$ cat config.mk
export PLATFORM = sky130hd
export DESIGN_NAME = id_stage_flat
export DESIGN_NICKNAME = d
export VERILOG_FILES = /design/src/rtl/id_stage_pkg.sv /design/src/rtl/id_stage_if.sv /design/src/rtl/id_stage_imm_gen.sv /design/src/rtl/id_stage.sv /design/src/flat_wrapper.sv
export SDC_FILE = /design/constraint.sdc
export NUM_CORES = 1
export LEC_CHECK = 0
export BUFFER_PORTS_ARGS = -buffer_cell sky130_fd_sc_hd__buf_4
export CAP_MARGIN = 20
export CORE_AREA = 2 2 129 131
export CTS_CLUSTER_DIAMETER = 120
export CTS_CLUSTER_SIZE = 30
export DETAILED_ROUTE_END_ITERATION = 10
export DIE_AREA = 0 0 131 133
export GPL_TIMING_DRIVEN = 1
export PLACE_DENSITY = 0.85
export REMOVE_ABC_BUFFERS = 1
export SYNTH_ARGS = -nofsm -noshare
export SYNTH_HDL_FRONTEND = slang
export SYNTH_SLANG_ARGS = --single-unit
export TNS_END_PERCENT = 30
$ cat constraint.sdc
create_clock -name clk -period 4.7 [get_ports clk]
set_input_delay 0.94 -clock clk [delete_from_list [all_inputs] [get_ports clk]]
set_output_delay 0.94 -clock clk [all_outputs]
set_load 0.005 [all_outputs]
$ cat src/rtl/id_stage_pkg.sv
// Shared core constants for the decode stage: widths, RV32I opcodes,
// instruction-format encoding and the ID/EX pipeline register layout.
package id_stage_pkg;

  localparam int XLEN   = 32;
  localparam int ADDR_W = 5;

  // RV32I major opcodes (instr[6:0]); execute decodes these same values.
  localparam logic [6:0] OPC_LOAD   = 7'b0000011;
  localparam logic [6:0] OPC_STORE  = 7'b0100011;
  localparam logic [6:0] OPC_BRANCH = 7'b1100011;
  localparam logic [6:0] OPC_JAL    = 7'b1101111;
  localparam logic [6:0] OPC_JALR   = 7'b1100111;
  localparam logic [6:0] OPC_OP     = 7'b0110011;
  localparam logic [6:0] OPC_OP_IMM = 7'b0010011;
  localparam logic [6:0] OPC_LUI    = 7'b0110111;
  localparam logic [6:0] OPC_AUIPC  = 7'b0010111;

  // Instruction encoding format; FMT_NONE covers opcodes this core does not know.
  typedef enum logic [2:0] {
    FMT_R,
    FMT_I,
    FMT_S,
    FMT_B,
    FMT_U,
    FMT_J,
    FMT_NONE
  } fmt_e;

  // ID/EX payload, everything execute needs besides the valid bit.
  typedef struct packed {
    logic [XLEN-1:0]   pc;
    logic [XLEN-1:0]   rs1Val;
    logic [XLEN-1:0]   rs2Val;
    logic [XLEN-1:0]   imm;
    logic [ADDR_W-1:0] rs1;
    logic [ADDR_W-1:0] rs2;
    logic [ADDR_W-1:0] rd;
    logic [6:0]        opcode;
    logic [2:0]        funct3;
    logic              funct7b5;
  } idex_t;

  // Only R, S and B formats actually read rs2; other formats reuse those bits.
  function automatic logic fmtUsesRs2(input fmt_e fmt);
    return (fmt == FMT_R) || (fmt == FMT_S) || (fmt == FMT_B);
  endfunction

  // Stores and branches carry immediate bits in the rd field and never write back.
  function automatic logic fmtWritesRd(input fmt_e fmt);
    return !((fmt == FMT_S) || (fmt == FMT_B));
  endfunction

endpackage

$ cat src/rtl/id_stage_if.sv
// Bus bundle around the decode stage: fetch handshake, register-bank read
// port, writeback bypass, redirect and the ID/EX outputs toward execute.
interface id_stage_if;
  import id_stage_pkg::*;

  logic              if_valid;
  logic [XLEN-1:0]   if_instr;
  logic [XLEN-1:0]   if_pc;
  logic              id_ready;

  logic [ADDR_W-1:0] rf_r_reg1;
  logic [ADDR_W-1:0] rf_r_reg2;
  logic [XLEN-1:0]   rf_rdata1;
  logic [XLEN-1:0]   rf_rdata2;

  logic              wb_en;
  logic [ADDR_W-1:0] wb_reg;
  logic [XLEN-1:0]   wb_data;

  logic              flush;
  logic              ex_ready;

  logic              ex_valid;
  logic [XLEN-1:0]   ex_pc;
  logic [XLEN-1:0]   ex_rs1_val;
  logic [XLEN-1:0]   ex_rs2_val;
  logic [XLEN-1:0]   ex_imm;
  logic [ADDR_W-1:0] ex_rs1;
  logic [ADDR_W-1:0] ex_rs2;
  logic [ADDR_W-1:0] ex_rd;
  logic [6:0]        ex_opcode;
  logic [2:0]        ex_funct3;
  logic              ex_funct7b5;

  // Decode stage side.
  modport slave (
    input  if_valid, if_instr, if_pc,
    output id_ready,
    output rf_r_reg1, rf_r_reg2,
    input  rf_rdata1, rf_rdata2,
    input  wb_en, wb_reg, wb_data,
    input  flush, ex_ready,
    output ex_valid, ex_pc, ex_rs1_val, ex_rs2_val, ex_imm,
    output ex_rs1, ex_rs2, ex_rd, ex_opcode, ex_funct3, ex_funct7b5
  );

  // Surrounding pipeline side (fetch, register bank, writeback, execute).
  modport master (
    output if_valid, if_instr, if_pc,
    input  id_ready,
    input  rf_r_reg1, rf_r_reg2,
    output rf_rdata1, rf_rdata2,
    output wb_en, wb_reg, wb_data,
    output flush, ex_ready,
    input  ex_valid, ex_pc, ex_rs1_val, ex_rs2_val, ex_imm,
    input  ex_rs1, ex_rs2, ex_rd, ex_opcode, ex_funct3, ex_funct7b5
  );

endinterface

$ cat src/rtl/id_stage_imm_gen.sv
// Combinational format decode and immediate generation for RV32I.
// Every immediate sign-extends from instruction bit 31.
module id_stage_imm_gen
  import id_stage_pkg::*;
(
  input  logic [XLEN-1:0] instr_i,
  output logic [XLEN-1:0] imm_o,
  output fmt_e            fmt_o,
  output logic            usesRs2_o
);

  // Map the major opcode onto its encoding format.
  always_comb begin
    fmt_o = FMT_NONE;
    case (instr_i[6:0])
      OPC_LOAD, OPC_JALR, OPC_OP_IMM: fmt_o = FMT_I;
      OPC_STORE:                      fmt_o = FMT_S;
      OPC_BRANCH:                     fmt_o = FMT_B;
      OPC_LUI, OPC_AUIPC:             fmt_o = FMT_U;
      OPC_JAL:                        fmt_o = FMT_J;
      OPC_OP:                         fmt_o = FMT_R;
      default:                        fmt_o = FMT_NONE;
    endcase
  end

  // Reassemble the scattered immediate bits for the decoded format.
  always_comb begin
    imm_o = '0;
    case (fmt_o)
      FMT_I: imm_o = {{20{instr_i[31]}}, instr_i[31:20]};
      FMT_S: imm_o = {{20{instr_i[31]}}, instr_i[31:25], instr_i[11:7]};
      FMT_B: imm_o = {{19{instr_i[31]}}, instr_i[31], instr_i[7],
                      instr_i[30:25], instr_i[11:8], 1'b0};
      FMT_U: imm_o = {instr_i[31:12], 12'b0};
      FMT_J: imm_o = {{11{instr_i[31]}}, instr_i[31], instr_i[19:12],
                      instr_i[20], instr_i[30:21], 1'b0};
      default: imm_o = '0;
    endcase
  end

  assign usesRs2_o = fmtUsesRs2(fmt_o);

endmodule

$ cat src/rtl/id_stage.sv
// Decode stage of the RV32I pipeline: drives register-bank read addresses,
// bypasses a same-cycle writeback, detects load-use hazards and holds the
// ID/EX register consumed by execute.
module id_stage
  import id_stage_pkg::*;
(
  input logic       clk,
  input logic       rst_n,
  id_stage_if.slave bus
);

  logic [XLEN-1:0]   immVal;
  fmt_e              fmt;
  logic              usesRs2;
  logic [ADDR_W-1:0] rs1Idx;
  logic [ADDR_W-1:0] rs2Idx;
  logic [XLEN-1:0]   rs1Val;
  logic [XLEN-1:0]   rs2Val;
  logic              hazard;
  logic              advance;

  logic              exValid_q;
  logic              exValid_d;
  idex_t             payload_q;
  idex_t             payload_d;

  assign rs1Idx        = bus.if_instr[19:15];
  assign rs2Idx        = bus.if_instr[24:20];
  assign bus.rf_r_reg1 = rs1Idx;
  assign bus.rf_r_reg2 = rs2Idx;

  id_stage_imm_gen u_immGen (
    .instr_i   (bus.if_instr),
    .imm_o     (immVal),
    .fmt_o     (fmt),
    .usesRs2_o (usesRs2)
  );

  // Operand select: x0 reads as zero, then same-cycle writeback wins over the bank.
  always_comb begin
    rs1Val = bus.rf_rdata1;
    rs2Val = bus.rf_rdata2;
    if (rs1Idx == '0) begin
      rs1Val = '0;
    end else if (bus.wb_en && (bus.wb_reg == rs1Idx)) begin
      rs1Val = bus.wb_data;
    end
    if (rs2Idx == '0) begin
      rs2Val = '0;
    end else if (bus.wb_en && (bus.wb_reg == rs2Idx)) begin
      rs2Val = bus.wb_data;
    end
  end

  // Load-use: a load sitting in ID/EX whose destination feeds the instruction in decode.
  always_comb begin
    hazard = 1'b0;
    if (exValid_q && (payload_q.opcode == OPC_LOAD) && (payload_q.rd != '0)) begin
      if (payload_q.rd == rs1Idx) begin
        hazard = 1'b1;
      end else if (usesRs2 && (payload_q.rd == rs2Idx)) begin
        hazard = 1'b1;
      end
    end
  end

  assign advance      = !exValid_q || bus.ex_ready;
  assign bus.id_ready = advance && !hazard && !bus.flush;

  // Next ID/EX content: flush kills, hazard bubbles, advance captures, otherwise stall.
  always_comb begin
    exValid_d = exValid_q;
    payload_d = payload_q;
    if (bus.flush) begin
      exValid_d = 1'b0;
    end else if (advance && hazard) begin
      exValid_d = 1'b0;
    end else if (advance) begin
      exValid_d          = bus.if_valid;
      payload_d.pc       = bus.if_pc;
      payload_d.rs1Val   = rs1Val;
      payload_d.rs2Val   = rs2Val;
      payload_d.imm      = immVal;
      payload_d.rs1      = rs1Idx;
      payload_d.rs2      = rs2Idx;
      payload_d.rd       = fmtWritesRd(fmt) ? bus.if_instr[11:7] : '0;
      payload_d.opcode   = bus.if_instr[6:0];
      payload_d.funct3   = bus.if_instr[14:12];
      payload_d.funct7b5 = bus.if_instr[30];
    end
  end

  // ID/EX register; reset clears valid and payload alike.
  always_ff @(posedge clk or negedge rst_n) begin
    if (!rst_n) begin
      exValid_q <= 1'b0;
      payload_q <= '0;
    end else begin
      exValid_q <= exValid_d;
      payload_q <= payload_d;
    end
  end

  assign bus.ex_valid    = exValid_q;
  assign bus.ex_pc       = payload_q.pc;
  assign bus.ex_rs1_val  = payload_q.rs1Val;
  assign bus.ex_rs2_val  = payload_q.rs2Val;
  assign bus.ex_imm      = payload_q.imm;
  assign bus.ex_rs1      = payload_q.rs1;
  assign bus.ex_rs2      = payload_q.rs2;
  assign bus.ex_rd       = payload_q.rd;
  assign bus.ex_opcode   = payload_q.opcode;
  assign bus.ex_funct3   = payload_q.funct3;
  assign bus.ex_funct7b5 = payload_q.funct7b5;

endmodule
$ cat src/flat_wrapper.sv
// flat-port wrapper written by rule: the top's interface ports become plain ports
module id_stage_flat import id_stage_pkg::*;
  (clk, rst_n, bus_if_valid, bus_if_instr, bus_if_pc, bus_id_ready, bus_rf_r_reg1, bus_rf_r_reg2, bus_rf_rdata1, bus_rf_rdata2, bus_wb_en, bus_wb_reg, bus_wb_data, bus_flush, bus_ex_ready, bus_ex_valid, bus_ex_pc, bus_ex_rs1_val, bus_ex_rs2_val, bus_ex_imm, bus_ex_rs1, bus_ex_rs2, bus_ex_rd, bus_ex_opcode, bus_ex_funct3, bus_ex_funct7b5);
  id_stage_if bus_i ();
  input logic clk;
  input logic rst_n;
  input wire logic [$bits(bus_i.if_valid)-1:0] bus_if_valid;
  input wire logic [$bits(bus_i.if_instr)-1:0] bus_if_instr;
  input wire logic [$bits(bus_i.if_pc)-1:0] bus_if_pc;
  output wire logic [$bits(bus_i.id_ready)-1:0] bus_id_ready;
  output wire logic [$bits(bus_i.rf_r_reg1)-1:0] bus_rf_r_reg1;
  output wire logic [$bits(bus_i.rf_r_reg2)-1:0] bus_rf_r_reg2;
  input wire logic [$bits(bus_i.rf_rdata1)-1:0] bus_rf_rdata1;
  input wire logic [$bits(bus_i.rf_rdata2)-1:0] bus_rf_rdata2;
  input wire logic [$bits(bus_i.wb_en)-1:0] bus_wb_en;
  input wire logic [$bits(bus_i.wb_reg)-1:0] bus_wb_reg;
  input wire logic [$bits(bus_i.wb_data)-1:0] bus_wb_data;
  input wire logic [$bits(bus_i.flush)-1:0] bus_flush;
  input wire logic [$bits(bus_i.ex_ready)-1:0] bus_ex_ready;
  output wire logic [$bits(bus_i.ex_valid)-1:0] bus_ex_valid;
  output wire logic [$bits(bus_i.ex_pc)-1:0] bus_ex_pc;
  output wire logic [$bits(bus_i.ex_rs1_val)-1:0] bus_ex_rs1_val;
  output wire logic [$bits(bus_i.ex_rs2_val)-1:0] bus_ex_rs2_val;
  output wire logic [$bits(bus_i.ex_imm)-1:0] bus_ex_imm;
  output wire logic [$bits(bus_i.ex_rs1)-1:0] bus_ex_rs1;
  output wire logic [$bits(bus_i.ex_rs2)-1:0] bus_ex_rs2;
  output wire logic [$bits(bus_i.ex_rd)-1:0] bus_ex_rd;
  output wire logic [$bits(bus_i.ex_opcode)-1:0] bus_ex_opcode;
  output wire logic [$bits(bus_i.ex_funct3)-1:0] bus_ex_funct3;
  output wire logic [$bits(bus_i.ex_funct7b5)-1:0] bus_ex_funct7b5;
  assign bus_i.if_valid = bus_if_valid;
  assign bus_i.if_instr = bus_if_instr;
  assign bus_i.if_pc = bus_if_pc;
  assign bus_id_ready = bus_i.id_ready;
  assign bus_rf_r_reg1 = bus_i.rf_r_reg1;
  assign bus_rf_r_reg2 = bus_i.rf_r_reg2;
  assign bus_i.rf_rdata1 = bus_rf_rdata1;
  assign bus_i.rf_rdata2 = bus_rf_rdata2;
  assign bus_i.wb_en = bus_wb_en;
  assign bus_i.wb_reg = bus_wb_reg;
  assign bus_i.wb_data = bus_wb_data;
  assign bus_i.flush = bus_flush;
  assign bus_i.ex_ready = bus_ex_ready;
  assign bus_ex_valid = bus_i.ex_valid;
  assign bus_ex_pc = bus_i.ex_pc;
  assign bus_ex_rs1_val = bus_i.ex_rs1_val;
  assign bus_ex_rs2_val = bus_i.ex_rs2_val;
  assign bus_ex_imm = bus_i.ex_imm;
  assign bus_ex_rs1 = bus_i.ex_rs1;
  assign bus_ex_rs2 = bus_i.ex_rs2;
  assign bus_ex_rd = bus_i.ex_rd;
  assign bus_ex_opcode = bus_i.ex_opcode;
  assign bus_ex_funct3 = bus_i.ex_funct3;
  assign bus_ex_funct7b5 = bus_i.ex_funct7b5;
  id_stage u_core (.clk(clk), .rst_n(rst_n), .bus(bus_i));
endmodule
==> flow_summary.toml, run 1 <==
[global_route]
grt_pass1_wl_um = 39300
grt_start_max_net_pins = 92
track_usage_pct = 29.2
grt_overflow = 0
grt_pass1_vias = 7228
antenna_found_initial = 0

[routing]
wl_per_cell_um = 20.6
drtAntennaViolNets = 0
routed_wl_um = 25800
dr.pass1.iters = 5
drtIter0Drc = 473
routed_via_density = 5.62
dr_total_vias = 7024
drc = 0

[pwr]
p_leak_uw = 0.00550
powerDensity_nw_per_um2 = 343
vdd_ir_drop_max_v = 0.000258

[floorplan]
die_height_um = 133
die-width_um = 131
rows = 47
fp.coreArea_um2 = 16200
ios = 337
initial_core_util_pct = 51.7
die-area_um2 = 17400

[synth]
synth_edf_count = 0
yosysSeqAreaShare_pct = 46.4
syn-cell-area_um2 = 8360
ys_ff_latch = 155
synthCells = 711
synth_ff_type = "dfrtp_1"
synth.area.top_cells = "dfrtp_1, mux2_4, a21oi_1"
synth-async-reset-ratio_pct = 100
netlist_top_cells_count = "dfrtp_1, mux2_4, a21oi_1"
synth.distinct_cells = 46
synth_area_per_cell_um2 = 11.8
yosysMostFrequentCell = "dfrtp_1"
synth_top_area_cell = "dfrtp_1"
yosysWarnings = 0
synth_top_area_share_pct = 46.4

[critical_path]
reg2regPathDepth = 6
regToRegStartpoint = "u_core.bus.ex_rd[0]"
timing.reg2reg.setup_slack_ns = 1.79
worstSetupStartpointType = "input pin"
crit_start = "bus_if_instr[5]"
rr_endpoint = "u_core.bus.ex_rs2_val[30]"
crit_required_ns = 3.76
critPathMaxFanout = 8
critPathKind = "input pin to output port"
arrival_ns = 2.56
cp-end-kind = "output port"
cp-endpoint = "bus_id_ready"

[finish]
fill_cells = 1154
final_net_count = 1187
drive_above_1_share_pct = 50.2
diodes = 0
syn_to_final_growth_pct = 36.8
seqCellArea_um2 = 3880
multi_input_area_um2 = 3840

[sta]
setup_violations = 0
slew_viol_final = 0
hold_viol_final = 0
worst_pin_slew_ns = 1.12
grt_setup_unrepaired = "no"
clock_skew_ns = 0.00839
max_freq_ghz = 0.286
finalCritPeriodShare_pct = 74.4
setup_tns_ns = 0
relSlewSlack_pct = 24.7
period_needed_ns = 3.50
timing.hold.ws_ns = 0.515

[place]
dp_hpwl_um = 17800
gp_congestion = 0.859
io_buffer_count = 336

[min_path]
worstHoldPathType = "flip-flop to flip-flop"

[clock_tree]
cts.repair.resized = 0
cts_max_level = 4
max-clock-path-buffers = 2
cts-root-buf = "clkbuf_16"
cts_sinks = 155
cts_buffers = 17
clkTransAtPathRegs_ns = 0.06
cts_tree = "yes"
holdBufCountCts = 0
clk_latency_ns = 0.42
cts_setup_buffers = 0

[run_status]
outcome = "finished, final reports clean"

[flow_run]
maxCapViolations = 0
[power breakdown]
part | total [uW] | internal [uW] | leakage [uW] | switching [uW]
logic | 894 | 544 | 0.00332 | 350
clock network | 1430 | 825 | 0.000297 | 606
registers | 1590 | 1480 | 0.00189 | 110
[flip-flops by register name (all words and copies together), names as in the netlist]
register                flops
u_core.bus.ex_imm          32
u_core.bus.ex_pc           32
u_core.bus.ex_rs1_val      32
u_core.bus.ex_rs2_val      32
u_core.bus.ex_opcode        7
u_core.bus.ex_rd            5
u_core.bus.ex_rs1           5
u_core.bus.ex_rs2           5
u_core.bus.ex_funct3        3
u_core.bus.ex_funct7b5      1
u_core.bus.ex_valid         1
[layer usage]
metal | wire length, um | track usage [%] | vias to the layer above
met1 | 9650 | 35.9 | 3437
met5 | 0 | 0 | -
li1 | - | - | 3116
met2 | 12800 | 47.6 | 413
met4 | 726 | 12.0 | 0
met3 | 2600 | 9.02 | 58
[kinds of logic after synthesis]
group                  after synthesis  synth area share (%)
XOR/XNOR                            20                  2.10
buffers and inverters               98                  7.68
flip-flops                         155                  46.4
AND/OR/NAND/NOR                    120                  7.83
multiplexers                       154                  25.6
AO/OA/AOI/OAI                      164                  10.4
[per-stage QoR]
stage	total power [uW]	worst slack (ns)	cell area [um^2]	utilization [%]	cells
after floorplan	2030	-5.41	7840	-	645
after global placement	2470	1.27	10800	66.6	1214
after detailed placement	2500	1.23	10800	66.6	1214
after CTS	3920	1.22	11400	70.3	1246
after global routing	4060	1.14	11400	70.7	1249
final	3920	1.20	11400	70.7	1249
[layout make-up]
type | count | area share (%)
multi-input combinational | 458 | 33.6
clock inverter | 13 | 1.35
inverter | 32 | 1.05
timing repair buffer | 352 | 23.7
tap | 220 | 2.41
sequential | 155 | 33.9
clock buffer | 19 | 3.96
[cell usage in the layout (no fill, tap or decap), drive strengths merged, types with 3 or more instances in the layout]
cell    count
a21oi      86
a22o        4
and2        3
buf       351
clkbuf     20
clkinv      4
dfrtp     155
inv        38
mux2      123
mux2i      31
nand2      18
nand3      67
nand4       4
nor2        5
nor2b       4
nor4        4
o21ai      66
or4         5
xnor2      15
xor2        5
[worst min path at each step]
stage / from / end / depth (start not counted)
finish: u_core.bus.ex_rs2_val[5] / u_core.bus.ex_rs2_val[5] / 1
global route: u_core.bus.ex_rs2_val[5] / u_core.bus.ex_rs2_val[5] / 1
CTS: u_core.bus.ex_pc[24] / u_core.bus.ex_pc[24] / 1
detailed placement: u_core.bus.ex_pc[18] / u_core.bus.ex_pc[18] / 1
global placement: u_core.bus.ex_rs2_val[28] / u_core.bus.ex_rs2_val[28] / 1
floorplan: u_core.bus.ex_rs2_val[26] / u_core.bus.ex_rs2_val[26] / 1
[critical path, cell delays in order]
cell and delay, ns:
buf_4 0.14, or4_1 0.60, nand4_1 0.16, nor4_2 0.08
nor4_4 0.44, buf_4 0.20
Power figures use the tool's default switching activity.
==> inputs of run 2 (changes only) <==
--- a/config.mk
+++ b/config.mk
@@ -7,13 +7,12 @@
 export LEC_CHECK = 0
 export BUFFER_PORTS_ARGS = -buffer_cell sky130_fd_sc_hd__buf_4
 export CAP_MARGIN = 20
-export CORE_AREA = 2 2 129 131
+export CORE_UTILIZATION = 44
 export CTS_CLUSTER_DIAMETER = 120
 export CTS_CLUSTER_SIZE = 30
 export DETAILED_ROUTE_END_ITERATION = 10
-export DIE_AREA = 0 0 131 133
 export GPL_TIMING_DRIVEN = 1
-export PLACE_DENSITY = 0.85
+export PLACE_DENSITY = 0.77
 export REMOVE_ABC_BUFFERS = 1
 export SYNTH_ARGS = -nofsm -noshare
 export SYNTH_HDL_FRONTEND = slang
==> constraint.sdc (replaced) <==
create_clock -name clk -period 2.9 [get_ports clk]
set_input_delay 0.58 -clock clk [delete_from_list [all_inputs] [get_ports clk]]
set_output_delay 0.58 -clock clk [all_outputs]
set_load 0.005 [all_outputs]
==> flow_summary.toml, run 2 (synthesized netlist as in run 1, its figures left out) <==
[routing]
dr.pass1.iters = 5
drtIter0Drc = 419
drc = 0
dr_total_vias = 7014
routed_via_density = 5.45
wl_per_cell_um = 20.0
routed_wl_um = 25700
drtAntennaViolNets = 0

[critical_path]
arrival_ns = 2.25
critPathMaxFanout = 2
worstSetupStartpointType = "flip-flop"
crit_required_ns = 2.32
cp-end-kind = "output port"
critPathKind = "flip-flop to output port"

[floorplan]
rows = 50
initial_core_util_pct = 44.8
fp.coreArea_um2 = 18600
die-width_um = 140
die_height_um = 140
ios = 337
die-area_um2 = 19600

[finish]
syn_to_final_growth_pct = 40.4
final_net_count = 1209
final_core_utilization_pct = 63.0
layout.cells.non_filler = 1286
final_common_cell = "buf_4"
mostFrequentLayoutCells = "buf_4, dfrtp_1, mux2_4, a21oi_1, nand3_1"
drive_above_1_share_pct = 51.9

[global_route]
grt_pass1_wl_um = 39400
antenna_found_initial = 1
grt_overflow = 0
grt_start_max_net_pins = 67
track_usage_pct = 26.2
grt_pass1_vias = 7072

[place]
dp_slack_ns = 0.110
io_buffer_count = 336
dp_hpwl_um = 17800
gp_congestion = 0.851
dp.cells = 1250

[pwr]
powerDensity_nw_per_um2 = 557
pwr-share-comb_pct = 22.8
p_leak_uw = 0.00565
p_sw_share_pct = 27.5
clkPwrFrac_pct = 37.7
intPower_uw = 4740
switching_power_uw = 1800
vdd_ir_drop_max_v = 0.000400
p_seq_share_pct = 39.5

[sta]
worst_pin_slew_ns = 0.519
setup_tns_ns = 0
max_freq_ghz = 0.353
grt_setup_unrepaired = "no"
setup_violations = 0
timing.hold.ws_ns = 0.0907
period_needed_ns = 2.83
slew_viol_final = 0
hold_viol_final = 0
clock_skew_ns = 0.0223
relSlewSlack_pct = 65.4
timing.final.ws_setup_ns = 0.0655
finalCritPeriodShare_pct = 97.7

[clock_tree]
cts_buffers = 17
cts-root-buf = "clkbuf_16"
max-clock-path-buffers = 2
cts_tree = "yes"
cts_max_level = 4
cts_sinks = 155
holdBufCountCts = 0
clk_latency_ns = 0.43
clkTransAtPathRegs_ns = 0.07

[min_path]
worstHoldPathType = "input pin to async pin"

[flow_run]
maxCapViolations = 0

[run_status]
outcome = "finished, final reports clean"
## run 2: cell types whose count changed in the layout (fill, tap and decap cells not counted), sizes merged
cell      delta
buf         +23
inv          +3
clkbuf       -2
clkinv       -2
bufinv       +1
clkinvlp     -1
diode        +1
## run 2: final timing paths
kind	from	end	slack, ns	cells past startpoint
max	u_core.bus.ex_rd[2]	bus_id_ready	0.07	6
min in group clk	bus_if_pc[15]	u_core.bus.ex_pc[15]	0.37	2
max reg2reg	u_core.bus.ex_rd[2]	u_core.bus.ex_pc[0]	0.24	8
max in group asynchronous	rst_n	u_core.bus.ex_pc[8]	1.98	2
min reg2reg	u_core.bus.ex_pc[9]	u_core.bus.ex_pc[9]	0.51	1
min	rst_n	u_core.bus.ex_imm[31]	0.09	1
## run 2: power groups by stage
stage | Sequential (uW) | Clock [uW] | Combinational (uW)
3_5_place_dp | 2610 | 0 | 1470
6_report | 2580 | 2470 | 1490
3_3_place_gp | 2610 | 0 | 1430
5_1_grt | 2600 | 2610 | 1580
2_1_floorplan | 2600 | 0 | 695
4_1_cts | 2570 | 2490 | 1490
## run 2: timing repair
action / in CTS / in global routing
pin swaps: 4 / 2
buffers inserted: 4 / 0
gates resized for setup: 9 / 3
endpoints found under the setup margin: 1 / 1
## run 2: layout make-up
class	count	area, um^2
Inverter	32	120
Timing Repair Buffer	374	2890
Multi-Input combinational cell	458	3910
Sequential cell	155	3880
Fill cell	1503	6910
Clock inverter	14	199
Clock buffer	18	439
Antenna cell	1	2.50
Tap cell	234	293
## run 2: per-layer routing
layer	vias to the layer above	track usage [%]	routed length, um
li1	3158	-	-
met1	3410	32.7	10400
met2	398	43.5	12500
met3	48	6.68	2160
met4	0	10.1	585
met5	-	0	0
## run 2: worst max-delay path, cell delays in order (launching register included)
cell and delay, ns:
dfrtp_2 0.41, or4_4 0.53, o211ai_4 0.25, nor4_4 0.09, nor4_4 0.30, buf_12 0.16
buf_6 0.09
## run 2: stage by stage
stage / total power [uW] / area [um^2]
global route: 6800 / 11700
floorplan: 3290 / 7840
finish: 6530 / 11700
CTS: 6560 / 11700
detailed placement: 4080 / 11000
global placement: 4040 / 11000
